<file path="config.mk">
export PLATFORM = sky130hd
export DESIGN_NAME = shift_sequencer_flat
export DESIGN_NICKNAME = d
export VERILOG_FILES = /design/src/rtl/shift_sequencer_if.sv /design/src/rtl/shift_sequencer.sv /design/src/flat_wrapper.sv
export SDC_FILE = /design/constraint.sdc
export NUM_CORES = 1
export LEC_CHECK = 0
export BUFFER_PORTS_ARGS = -buffer_cell sky130_fd_sc_hd__buf_2
export CORE_MARGIN = 2
export CORE_UTILIZATION = 50
export DETAILED_ROUTE_END_ITERATION = 7
export PLACE_DENSITY = 0.77
export SLEW_MARGIN = 0
export SYNTH_ARGS = -nofsm -noshare
export SYNTH_HDL_FRONTEND = slang
export SYNTH_SLANG_ARGS = --single-unit
</file>
<file path="constraint.sdc">
create_clock -name clk -period 2.5 [get_ports clk]
set_input_delay 0.125 -clock clk [delete_from_list [all_inputs] [get_ports clk]]
set_output_delay 0.125 -clock clk [all_outputs]
set_load 0.005 [all_outputs]
</file>
<file path="src/rtl/shift_sequencer_if.sv">
// shift_sequencer_if -- request/result handshake bundle for the shift sequencer.
//   req_valid/req_ready : request handshake (requester -> sequencer)
//   req_signal          : 6-bit operation code (SLL/SRL/SRA)
//   req_data            : operand to shift
//   req_amount          : 32-bit shift amount, all bits significant
//   res_valid/res_ready : result handshake (sequencer -> consumer)
//   res_data/res_error  : result word and unsupported-code flag
// master = requester/consumer side, slave = sequencer side.
interface shift_sequencer_if #(
   parameter int WIDTH = 32
);
   logic             req_valid;
   logic             req_ready;
   logic [5:0]       req_signal;
   logic [WIDTH-1:0] req_data;
   logic [31:0]      req_amount;
   logic             res_valid;
   logic             res_ready;
   logic [WIDTH-1:0] res_data;
   logic             res_error;

   modport master (
      output req_valid, req_signal, req_data, req_amount, res_ready,
      input  req_ready, res_valid, res_data, res_error
   );

   modport slave (
      input  req_valid, req_signal, req_data, req_amount, res_ready,
      output req_ready, res_valid, res_data, res_error
   );
endinterface

</file>
<file path="src/rtl/shift_sequencer.sv">
// shift_sequencer -- iterative shift unit controller. Takes one shift request
// at a time, shifts the operand by up to STEP positions per cycle and returns
// the result over a valid/ready handshake.
// Ports:
//   clk   : rising-edge clock
//   reset : synchronous, active-high reset
//   bus   : shift_sequencer_if.slave (request and result handshakes)
//   busy  : high while an operation is shifting or its result is pending
module shift_sequencer #(
   parameter int WIDTH = 32,
   parameter int STEP  = 4
) (
   input  logic                  clk,
   input  logic                  reset,
   shift_sequencer_if.slave      bus,
   output logic                  busy
);

   typedef enum logic [1:0] {IDLE, SHIFT, DONE} state_t;

   // Operation kept as the low two code bits; only legal codes are latched.
   localparam logic [1:0] OP_SLL = 2'b00;
   localparam logic [1:0] OP_SRL = 2'b10;
   localparam logic [1:0] OP_SRA = 2'b11;
   localparam logic [4:0] STEP_K = 5'(STEP);

   state_t           state;
   logic [1:0]       op;
   logic [WIDTH-1:0] work;
   logic [4:0]       remaining;
   logic             rdy_q;
   logic             vld_q;
   logic             busy_q;
   logic             err_q;

   logic             supported;
   logic [4:0]       k;
   logic [WIDTH-1:0] shifted;

   assign supported = (bus.req_signal == 6'b000000) ||
                      (bus.req_signal == 6'b000010) ||
                      (bus.req_signal == 6'b000011);

   // Per-cycle step: a small mux over the constant shifts 1..STEP rather than
   // a full-width barrel shifter.
   always_comb begin
      k       = (remaining < STEP_K) ? remaining : STEP_K;
      shifted = work;
      for (int i = 1; i <= STEP; i++) begin
         if (k == 5'(i)) begin
            case (op)
               OP_SLL:  shifted = work << i;
               OP_SRL:  shifted = work >> i;
               default: shifted = WIDTH'($signed(work) >>> i);
            endcase
         end
      end
   end

   always_ff @(posedge clk) begin
      if (reset) begin
         state     <= IDLE;
         op        <= OP_SLL;
         work      <= '0;
         remaining <= '0;
         rdy_q     <= 1'b1;
         vld_q     <= 1'b0;
         busy_q    <= 1'b0;
         err_q     <= 1'b0;
      end else begin
         case (state)
            IDLE: begin
               if (bus.req_valid) begin
                  op        <= bus.req_signal[1:0];
                  err_q     <= 1'b0;
                  remaining <= '0;
                  rdy_q     <= 1'b0;
                  busy_q    <= 1'b1;
                  if (!supported) begin
                     work  <= '0;
                     err_q <= 1'b1;
                     vld_q <= 1'b1;
                     state <= DONE;
                  end else if (|bus.req_amount[31:5]) begin
                     // Everything shifted out: zeros, or sign fill for SRA.
                     work  <= (bus.req_signal[1:0] == OP_SRA) ?
                              {WIDTH{bus.req_data[WIDTH-1]}} : '0;
                     vld_q <= 1'b1;
                     state <= DONE;
                  end else if (bus.req_amount[4:0] == 5'd0) begin
                     work  <= bus.req_data;
                     vld_q <= 1'b1;
                     state <= DONE;
                  end else begin
                     work      <= bus.req_data;
                     remaining <= bus.req_amount[4:0];
                     state     <= SHIFT;
                  end
               end
            end
            SHIFT: begin
               work      <= shifted;
               remaining <= remaining - k;
               if (remaining == k) begin
                  vld_q <= 1'b1;
                  state <= DONE;
               end
            end
            DONE: begin
               // Consuming edge only returns to IDLE; a pending request waits.
               if (bus.res_ready) begin
                  vld_q  <= 1'b0;
                  busy_q <= 1'b0;
                  rdy_q  <= 1'b1;
                  state  <= IDLE;
               end
            end
            default: state <= IDLE;
         endcase
      end
   end

   assign bus.req_ready = rdy_q;
   assign bus.res_valid = vld_q;
   assign bus.res_data  = work;
   assign bus.res_error = err_q;
   assign busy          = busy_q;

endmodule

</file>
<file path="src/flat_wrapper.sv">
// flat-port wrapper written by rule: the top's interface ports become plain ports
module shift_sequencer_flat 
#(
   parameter int WIDTH = 32,
   parameter int STEP  = 4
)
  (clk, reset, busy, bus_req_valid, bus_req_signal, bus_req_data, bus_req_amount, bus_res_ready, bus_req_ready, bus_res_valid, bus_res_data, bus_res_error);
  shift_sequencer_if #(.WIDTH(WIDTH)) bus_i ();
  input  logic clk;
  input  logic reset;
  output logic busy;
  input wire logic [$bits(bus_i.req_valid)-1:0] bus_req_valid;
  input wire logic [$bits(bus_i.req_signal)-1:0] bus_req_signal;
  input wire logic [$bits(bus_i.req_data)-1:0] bus_req_data;
  input wire logic [$bits(bus_i.req_amount)-1:0] bus_req_amount;
  input wire logic [$bits(bus_i.res_ready)-1:0] bus_res_ready;
  output wire logic [$bits(bus_i.req_ready)-1:0] bus_req_ready;
  output wire logic [$bits(bus_i.res_valid)-1:0] bus_res_valid;
  output wire logic [$bits(bus_i.res_data)-1:0] bus_res_data;
  output wire logic [$bits(bus_i.res_error)-1:0] bus_res_error;
  assign bus_i.req_valid = bus_req_valid;
  assign bus_i.req_signal = bus_req_signal;
  assign bus_i.req_data = bus_req_data;
  assign bus_i.req_amount = bus_req_amount;
  assign bus_i.res_ready = bus_res_ready;
  assign bus_req_ready = bus_i.req_ready;
  assign bus_res_valid = bus_i.res_valid;
  assign bus_res_data = bus_i.res_data;
  assign bus_res_error = bus_i.res_error;
  shift_sequencer #(.WIDTH(WIDTH), .STEP(STEP)) u_core (.clk(clk), .reset(reset), .bus(bus_i), .busy(busy));
endmodule
</file>
==> out/metrics.csv, run 1 <==
stage;metric;value;unit
run_status;status;finished clean;
drt;vias per inst;7.08;
clock_tree;Clock Latency Late Sink;0.31;ns
yosys;Ys Warns;0;
clock_tree;Post-CTS Setup Bufs;0;
drt;drt drc;0;
floorplan;Starting Density;0.524;
yosys;Avg Inst Size Synth;7.20;um^2
clock_tree;Resize count post-CTS;0;
yosys;commonest register cell after synthesis;dfxtp_1;
global_routing;vias in the first global route;5036;
global_routing;largest net degree at the start of global routing;46;
clock_tree;CTS Hold Bufs;0;
power;leakage;1.78;nW
setup_path;Crit. path cell count;5;
power;peak supply drop;0.000278;V
drt;Vias;5363;
finish;diodes inserted;0;
power;Power per Cell Area;410;mW/mm^2
finish;area delta synth->final;17.8;%
floorplan;core area;0.00781;mm^2
setup_path;Setup crit start kind;register;
yosys;synth top area cells;dfxtp_1, a311oi_1, a21oi_1;
setup_path;crit path DAT;2.43;ns
placed_design;gpl congestion;0.995;
timing;final count of pins violating max slew;0;
placed_design;Inst Count DP;750;
power;Sw Share;0.349;
setup_path;flop-to-flop setup slack;0.25;ns
setup_path;reg2reg path depth;5;
placed_design;IO Port Bufs;109;
setup_path;nature of the critical path endpoint;register;
yosys;leading area contributor after synthesis;dfxtp_1;
finish;Post-layout nets;730;
setup_path;Worst path top cell family by delay;simple AND/OR/NAND/NOR gates;
timing;Slew headroom;0.516;
timing;Setup Skew;0.00604;ns
placed_design;DP Wirelength;10.6;mm
placed_design;Setup WS pre-CTS;0.342;ns
yosys;Synth Register Bits;45;
yosys;Cells after Synth;568;
hold_path;hold path depth;3;
timing;final number of setup-violating endpoints;0;
setup_path;Cell Chain, Critical Path;or4_4 -> nor2_2 -> nand3_1 -> a311oi_1 -> o211ai_1;
drt;DRT antenna net count;0;
yosys;synth unique cells;57;
setup_path;Setup CP Type;register to register;
finish;Core Util, Final;0.617;
clock_tree;Reg clk slew, reported paths;0.10;ns
floorplan;Die W;94.4;um
timing;actual slew at the worst max-slew pin;0.725;ns
yosys;main combinational cell family by area after synthesis;compound AO/OA/AOI/OAI gates;
yosys;Simple-Gate Fraction of Synth Area;0.236;
power;Logic pwr share;0.271;
yosys;Synth Area in Compound Gates;0.402;
yosys;post-synth top area share;0.220;
clock_tree;clk sinks;45;
finish;layout cells sized above 1;0.268;
yosys;most frequent cells after synthesis;nand2_1, nor2_1, a21oi_1, dfxtp_1, o21ai_0;
drt;Starting DRT DRC Count;509;
global_routing;first-pass GRT wire length;24.5;mm
setup_path;largest stage delay on the critical path;0.67;ns
yosys;post-synthesis xor/xnor area fraction;0;
floorplan;io pins;110;
power;Tot Pwr;0.00197;W
hold_path;worst min path class;input port to register;
drt;Routed WL per cell;20.3;um
floorplan;die height;94.4;um
finish;# fillers;741;
floorplan;num rows;32;
global_routing;All-Layer GR Usage;0.345;
timing;post-route minimum period;2.25;ns
finish;Cell Count, Final, Fillers Out;758;
setup_path;reg2reg start;u_core.remaining[2]$_SDFFE_PP0P_;
power;Sequential Power Share;0.428;
setup_path;slowest CP cell;or4_4;
drt;Routed Wire Length;15.4;mm
timing;worst setup margin;0.253;ns
clock_tree;clock buffer depth;2;
power;Int Pwr;0.00129;W
clock_tree;CTS buffer count;5;
floorplan;die area;0.00892;mm^2
power;Net Sw Power;0.000688;W
timing;fin crit share;0.899;
drt;DRT Pass-1 Iters;5;
yosys;mux contribution to synthesized area;0.0597;
timing;endpoints failing hold;0;
clock_tree;H-tree depth;2;
clock_tree;TritonCTS clock tree;done;
timing;setup TNS;0;ns
setup_path;CP max FO;11;
yosys;number of synthesized flops with an enable pin;0;
setup_path;Critical path origin;u_core.remaining[2]$_SDFFE_PP0P_;
job;max cap viols;0;
yosys;most frequent cell after synthesis;nand2_1;
hold_path;worst hold endpoint;u_core.op[1]$_SDFFE_PP0P_;
global_routing;initial antenna violation count;0;
yosys;register area share after synthesis;0.220;
setup_path;Critical path buffers and inverters;0;
yosys;ys async rst share;0;
timing;Fmax;0.445;GHz
yosys;adder-cell share of the synthesized area;0.00306;
setup_path;CP Data Required Time;2.68;ns
setup_path;reg2reg end;u_core.bus.res_data[2]$_SDFFE_PP0P_;
yosys;syn nets;643;
hold_path;hold wc startpoint;bus_req_signal[1];
power;clock group share of total power;0.302;
clock_tree;CTS root buf;clkbuf_8;
timing;RSZ-0062 raised after global routing;false;
yosys;Mapped Area;0.00409;mm^2
global_routing;GRT overflow;0;
## per-layer routing
layer  vias up  GRT usage  routed length (um)
met5         -          0                   0
met4         0      0.123                 388
met3        56     0.0702                2160
met2       439      0.573                7010
met1      2482      0.445                5820
li1       2386          -                   -
## state kept, by name, indices dropped and copies added, names as in the netlist
signal and cells:
u_core.bus.res_error 1, u_core.remaining 5, u_core.state 2, u_core.bus.res_data 32, u_core.busy 1, u_core.op 2, u_core.bus.req_ready 1, u_core.bus.res_valid 1
## layout by cell type (no fill, tap or decap), types with 7 or more instances in the layout
cell      instances
inv_1             7
o211ai_1         29
nor2_1           52
a21oi_1          48
a311oi_1         29
o21a_1           11
mux4_2            9
buf_2           109
nand3_1          27
buf_4            31
dfxtp_1          45
o21ai_0          42
a211oi_1          8
nand2_1          64
a31oi_1          38
## worst reg2reg max path, stage by stage (launching register included)
cell	delay [ns]
dfxtp_1	0.41
or4_4	0.67
nor2_2	0.47
nand3_1	0.14
a311oi_1	0.30
o211ai_1	0.13
## cells by family after synthesis
logic type	Yosys count
simple gates	196
fa+ha+maj	1
buf+inv	67
mux	13
other cells	1
compound gates	245
flops	45
## cell type report
cell class | count | area [um^2] | area share
clock buffers | 5 | 68.8 | 0.0143
clock inverters | 3 | 46.3 | 0.00961
inverters | 7 | 26.3 | 0.00545
multi-input cells | 456 | 2870 | 0.596
flip-flops and latches | 45 | 901 | 0.187
well taps | 102 | 128 | 0.0265
repair buffers | 140 | 778 | 0.162
## power groups by stage
stage                     Clock, W  Combinational, W  Sequential (W)
final                     0.000596          0.000534        0.000844
after global routing      0.000627          0.000582        0.000849
after CTS                 0.000598          0.000522        0.000839
after detailed placement         0          0.000519        0.000855
after global placement           0          0.000511        0.000854
after floorplan                  0          0.000337        0.000823
## per-stage QoR
step           hold WS (ns)  area (um^2)
2_1_floorplan         0.261         4090
5_1_grt              0.0684         4820
6_report             0.0715         4820
3_3_place_gp          0.402         4700
3_5_place_dp          0.400         4700
4_1_cts              0.0689         4820
## how the worst max path moves through the flow
stage / endpoint / slack (ns)
final: u_core.bus.res_data[2]$_SDFFE_PP0P_ / 0.25
after global routing: u_core.bus.res_data[2]$_SDFFE_PP0P_ / 0.12
after CTS: u_core.bus.res_data[2]$_SDFFE_PP0P_ / 0.31
after detailed placement: u_core.bus.res_data[1]$_SDFFE_PP0P_ / 0.34
after global placement: u_core.bus.res_data[1]$_SDFFE_PP0P_ / 0.36
after floorplan: u_core.remaining[2]$_SDFFE_PP0P_ / 0.43
Note: power is estimated with default switching activity, not from simulation.
==> run 2, diff against run 1 <==
--- a/config.mk
+++ b/config.mk
@@ -6,7 +6,7 @@
 export NUM_CORES = 1
 export LEC_CHECK = 0
 export BUFFER_PORTS_ARGS = -buffer_cell sky130_fd_sc_hd__buf_2
-export CORE_MARGIN = 2
+export CAP_MARGIN = 20
 export CORE_UTILIZATION = 50
 export DETAILED_ROUTE_END_ITERATION = 7
 export PLACE_DENSITY = 0.77
==> out/metrics.csv, run 2 (synthesis results as in run 1) <==
stage;metric;value;unit
run_status;status;finished clean;
global_routing;largest net degree at the start of global routing;35;
power;Sw Share;0.341;
drt;vias per inst;6.98;
timing;Fmax;0.448;GHz
timing;endpoints failing hold;0;
setup_path;Setup crit start kind;register;
drt;drt drc;0;
clock_tree;Resize count post-CTS;0;
floorplan;core area;0.00781;mm^2
finish;layout cells sized above 1;0.273;
finish;area of the multi-input gates;0.00287;mm^2
drt;Starting DRT DRC Count;559;
floorplan;io pins;110;
timing;RSZ-0062 raised after global routing;false;
power;Net Sw Power;0.000665;W
power;clock group share of total power;0.286;
floorplan;Starting Density;0.524;
timing;actual slew at the worst max-slew pin;0.736;ns
global_routing;first-pass GRT wire length;24.9;mm
clock_tree;Clock Latency Late Sink;0.31;ns
job;max cap viols;0;
clock_tree;CTS Hold Bufs;0;
floorplan;Die W;92.4;um
timing;post-route minimum period;2.23;ns
global_routing;All-Layer GR Usage;0.369;
power;Power per Cell Area;400;mW/mm^2
clock_tree;CTS root buf;clkbuf_8;
floorplan;die area;0.00855;mm^2
placed_design;DP Wirelength;11.2;mm
finish;diodes inserted;0;
drt;Routed Wire Length;15.8;mm
clock_tree;TritonCTS clock tree;done;
clock_tree;Post-CTS Setup Bufs;0;
finish;commonest non-fill, non-tap cell in the layout;buf_2;
power;Sequential Power Share;0.429;
floorplan;die height;92.4;um
timing;worst setup margin;0.269;ns
clock_tree;clock buffer depth;2;
clock_tree;Reg clk slew, reported paths;0.09;ns
finish;max reg flops;32;
finish;Register Area;901;um^2
timing;Setup Skew;0.0129;ns
global_routing;initial antenna violation count;0;
setup_path;flop-to-flop setup slack;0.27;ns
timing;final number of setup-violating endpoints;0;
global_routing;GRT overflow;0;
setup_path;crit path DAT;2.45;ns
placed_design;IO Port Bufs;109;
setup_path;CP Data Required Time;2.72;ns
timing;Slew headroom;0.509;
finish;area delta synth->final;19.4;%
placed_design;gpl congestion;1.02;
placed_design;Setup WS pre-CTS;0.258;ns
clock_tree;clk sinks;45;
finish;commonest cells after routing, fill and taps aside;buf_2, nand2_1, nor2_1, a21oi_1, dfxtp_1;
global_routing;vias in the first global route;4910;
power;Logic pwr share;0.284;
drt;Routed WL per cell;20.7;um
clock_tree;H-tree depth;2;
drt;DRT Pass-1 Iters;7;
setup_path;CP max FO;18;
timing;fin crit share;0.892;
power;peak supply drop;0.000324;V
power;leakage;1.81;nW
setup_path;nature of the critical path endpoint;register;
drt;DRT antenna net count;0;
setup_path;Setup CP Type;register to register;
power;Int Pwr;0.00129;W
floorplan;num rows;32;
finish;# fillers;739;
hold_path;worst min path class;input port to register;
clock_tree;CTS buffer count;5;
timing;final count of pins violating max slew;0;
timing;setup TNS;0;ns
drt;Vias;5316;
finish;Post-layout nets;735;
-- run 2: changes by cell type in the layout (fill, tap and decap cells not counted) --
cell,previous run,this run
clkinvlp_4,1,0
clkinv_4,1,0
buf_12,0,3
buf_4,31,33
clkinv_2,0,1
-- run 2: stage by stage --
step | cell area [um^2] | hold WS, ns | total power (W) | utilization | instances
2_1_floorplan | 4090 | 0.261 | 0.00116 | - | 568
3_3_place_gp | 4780 | 0.397 | 0.00138 | 0.612 | 755
3_5_place_dp | 4780 | 0.407 | 0.00139 | 0.612 | 755
4_1_cts | 4880 | 0.0789 | 0.00194 | 0.625 | 762
5_1_grt | 4880 | 0.105 | 0.00204 | 0.625 | 762
6_report | 4880 | 0.0897 | 0.00195 | 0.625 | 762
-- run 2: area by class of cell --
cell class              count  share of cell area
well taps                 102              0.0261
clock inverters             2             0.00718
flip-flops and latches     45               0.185
repair buffers            145               0.175
clock buffers               5              0.0141
multi-input cells         456               0.588
inverters                   7             0.00538
-- run 2: per-layer routing --
metal,wire length [um],part of all wire,global-route usage
met1,6290,0.40,0.470
met2,7150,0.45,0.592
met3,1860,0.12,0.0911
met4,479,0.030,0.150
met5,0,0,0
-- run 2: power groups by stage --
stage / Clock [W] / Sequential [W] / Combinational (W)
3_3_place_gp: 0 / 0.000851 / 0.000533
4_1_cts: 0.000568 / 0.000834 / 0.000542
6_report: 0.000559 / 0.000838 / 0.000555
2_1_floorplan: 0 / 0.000823 / 0.000337
5_1_grt: 0.000596 / 0.000845 / 0.000599
3_5_place_dp: 0 / 0.000851 / 0.000539
-- run 2: critical path: stages, from the launching register on --
cell      delay, ns
dfxtp_1        0.40
or4_4          0.67
o21ai_1        0.24
nand2_1        0.25
buf_4          0.28
o31a_1         0.12
a211oi_1       0.19
-- run 2: final timing paths --
kind                                           from                                  end  depth (start not counted)
setup / recovery   u_core.remaining[2]$_SDFFE_PP0P_  u_core.bus.res_data[0]$_SDFFE_PP0P_                          6
hold / removal                    bus_req_signal[0]            u_core.op[0]$_SDFFE_PP0P_                          3
setup reg to reg   u_core.remaining[2]$_SDFFE_PP0P_  u_core.bus.res_data[0]$_SDFFE_PP0P_                          6
hold reg to reg   u_core.bus.res_valid$_SDFFE_PP0P_    u_core.bus.res_valid$_SDFFE_PP0P_                          2
==> run 3, diff against run 2 <==
--- a/config.mk
+++ b/config.mk
@@ -10,6 +10,7 @@
 export CORE_UTILIZATION = 50
 export DETAILED_ROUTE_END_ITERATION = 7
 export PLACE_DENSITY = 0.77
+export SETUP_SLACK_MARGIN = 0.4
 export SLEW_MARGIN = 0
 export SYNTH_ARGS = -nofsm -noshare
 export SYNTH_HDL_FRONTEND = slang
==> out/metrics.csv, run 3 (synthesis results as in run 1) <==
stage;metric;value;unit
finish;max reg flops;32;
global_routing;GRT overflow;0;
drt;Vias;5375;
placed_design;DP Wirelength;11.2;mm
timing;RSZ-0062 raised after global routing;true;
drt;Routed Wire Length;16.1;mm
floorplan;die area;0.00855;mm^2
floorplan;Die W;92.4;um
clock_tree;Clock Latency Late Sink;0.31;ns
timing;Fmax;0.488;GHz
timing;setup TNS;0;ns
timing;worst setup margin;0.449;ns
placed_design;Inst Count DP;755;
job;max cap viols;0;
clock_tree;clock buffer depth;2;
power;Power per Cell Area;396;mW/mm^2
clock_tree;H-tree depth;2;
setup_path;CP Data Required Time;2.67;ns
run_status;status;finished clean;
power;peak supply drop;0.000321;V
drt;DRT Pass-1 Iters;5;
finish;commonest non-fill, non-tap cell in the layout;buf_2;
setup_path;CP max FO;17;
timing;fin crit share;0.820;
placed_design;IO Port Bufs;109;
finish;layout cells sized above 1;0.298;
placed_design;DP Area;0.00478;mm^2
global_routing;largest net degree at the start of global routing;35;
timing;actual slew at the worst max-slew pin;0.685;ns
finish;# fillers;732;
timing;Slew headroom;0.541;
drt;Routed WL per cell;21.0;um
floorplan;num rows;32;
clock_tree;TritonCTS clock tree;done;
placed_design;gpl congestion;1.02;
drt;vias per inst;7.00;
finish;Post-layout nets;740;
floorplan;io pins;110;
power;leakage;1.84;nW
clock_tree;clk sinks;45;
timing;final count of pins violating max slew;0;
setup_path;Setup CP Type;register to register;
placed_design;Setup WS pre-CTS;0.258;ns
hold_path;worst min path class;input port to register;
global_routing;initial antenna violation count;0;
setup_path;crit path DAT;2.22;ns
setup_path;Setup crit start kind;register;
global_routing;first-pass GRT wire length;25.0;mm
global_routing;GR Layer Usage met3;0.0944;
global_routing;met1 Use GR;0.471;
floorplan;core area;0.00781;mm^2
clock_tree;Reg clk slew, reported paths;0.09;ns
finish;commonest cells after routing, fill and taps aside;buf_2, nand2_1, nor2_1, a21oi_1, o21ai_0;
timing;Setup Skew;0.0127;ns
global_routing;All-Layer GR Usage;0.369;
finish;design area;0.00497;mm^2
floorplan;Starting Density;0.524;
global_routing;Most Used Layer, Global Route;met2;
floorplan;die height;92.4;um
clock_tree;CTS buffer count;5;
drt;drt drc;0;
finish;area delta synth->final;21.6;%
timing;post-route minimum period;2.05;ns
drt;DRT antenna net count;0;
global_routing;vias in the first global route;4929;
drt;Starting DRT DRC Count;663;
finish;Cell Count, Final, Fillers Out;768;
clock_tree;CTS Hold Bufs;0;
timing;endpoints failing hold;0;
global_routing;met2 Use GR;0.591;
setup_path;nature of the critical path endpoint;register;
timing;final number of setup-violating endpoints;0;
clock_tree;CTS root buf;clkbuf_8;
## run 3: changes by cell type in the layout (fill, tap and decap cells not counted), sizes merged
cell	delta
diode	+1
or4	+1
clkinvlp	+2
inv	-1
buf	+3
## run 3: cell type report
| cell class | count | area (um^2) | area share |
|---|---|---|---|
| clock inverters | 2 | 35.0 | 0.00704 |
| repair inverters | 1 | 5.00 | 0.00101 |
| inverters | 7 | 30.0 | 0.00604 |
| well taps | 102 | 128 | 0.0257 |
| diodes | 1 | 2.50 | 0.000503 |
| multi-input cells | 457 | 2910 | 0.585 |
| flip-flops and latches | 45 | 907 | 0.182 |
| repair buffers | 148 | 887 | 0.178 |
| clock buffers | 5 | 68.8 | 0.0138 |
## run 3: timing repair
item                                    in CTS  in global routing
endpoints found under the setup margin      24                 31
resized for setup                            6                 13
gates cloned                                 0                  2
buffers inserted                             0                  3
pin swaps                                    0                  1
## run 3: stage by stage
step | utilization | hold WS, ns | total power, W
floorplan | - | 0.261 | 0.00116
global placement | 0.612 | 0.397 | 0.00138
detailed placement | 0.612 | 0.407 | 0.00139
CTS | 0.628 | 0.0789 | 0.00195
global route | 0.637 | 0.105 | 0.00206
finish | 0.637 | 0.0867 | 0.00197
## run 3: critical path: stages (launching register included)
cell and delay [ns]:
dfxtp_1 0.36, buf_8 0.18, nor4_4 0.25, nand2_2 0.23
mux4_2 0.48, o21ai_0 0.28, a311oi_1 0.13
## run 3: report_power, final
part           leakage (nW)  switching (W)  internal, W
Sequential            0.372      0.0000819     0.000761
Combinational          1.41       0.000325     0.000242
Clock                0.0540       0.000269     0.000291
Total                  1.84       0.000676      0.00129
## run 3: layer usage
layer / wire length, um / vias up
met5: 0 / -
met2: 7270 / 417
met4: 528 / 0
li1: - / 2414
met3: 1950 / 70
met1: 6370 / 2474
## run 3: path summary, 6_finish.rpt
check	from	slack [ns]	cells after the start	to
max	u_core.remaining[0]$_SDFFE_PP0P_	0.45	6	u_core.bus.res_data[16]$_SDFFE_PP0P_
min	bus_req_signal[1]	0.09	3	u_core.op[1]$_SDFFE_PP0P_
max reg2reg	u_core.remaining[0]$_SDFFE_PP0P_	0.45	6	u_core.bus.res_data[16]$_SDFFE_PP0P_
min reg2reg	u_core.bus.res_valid$_SDFFE_PP0P_	0.46	2	u_core.bus.res_valid$_SDFFE_PP0P_
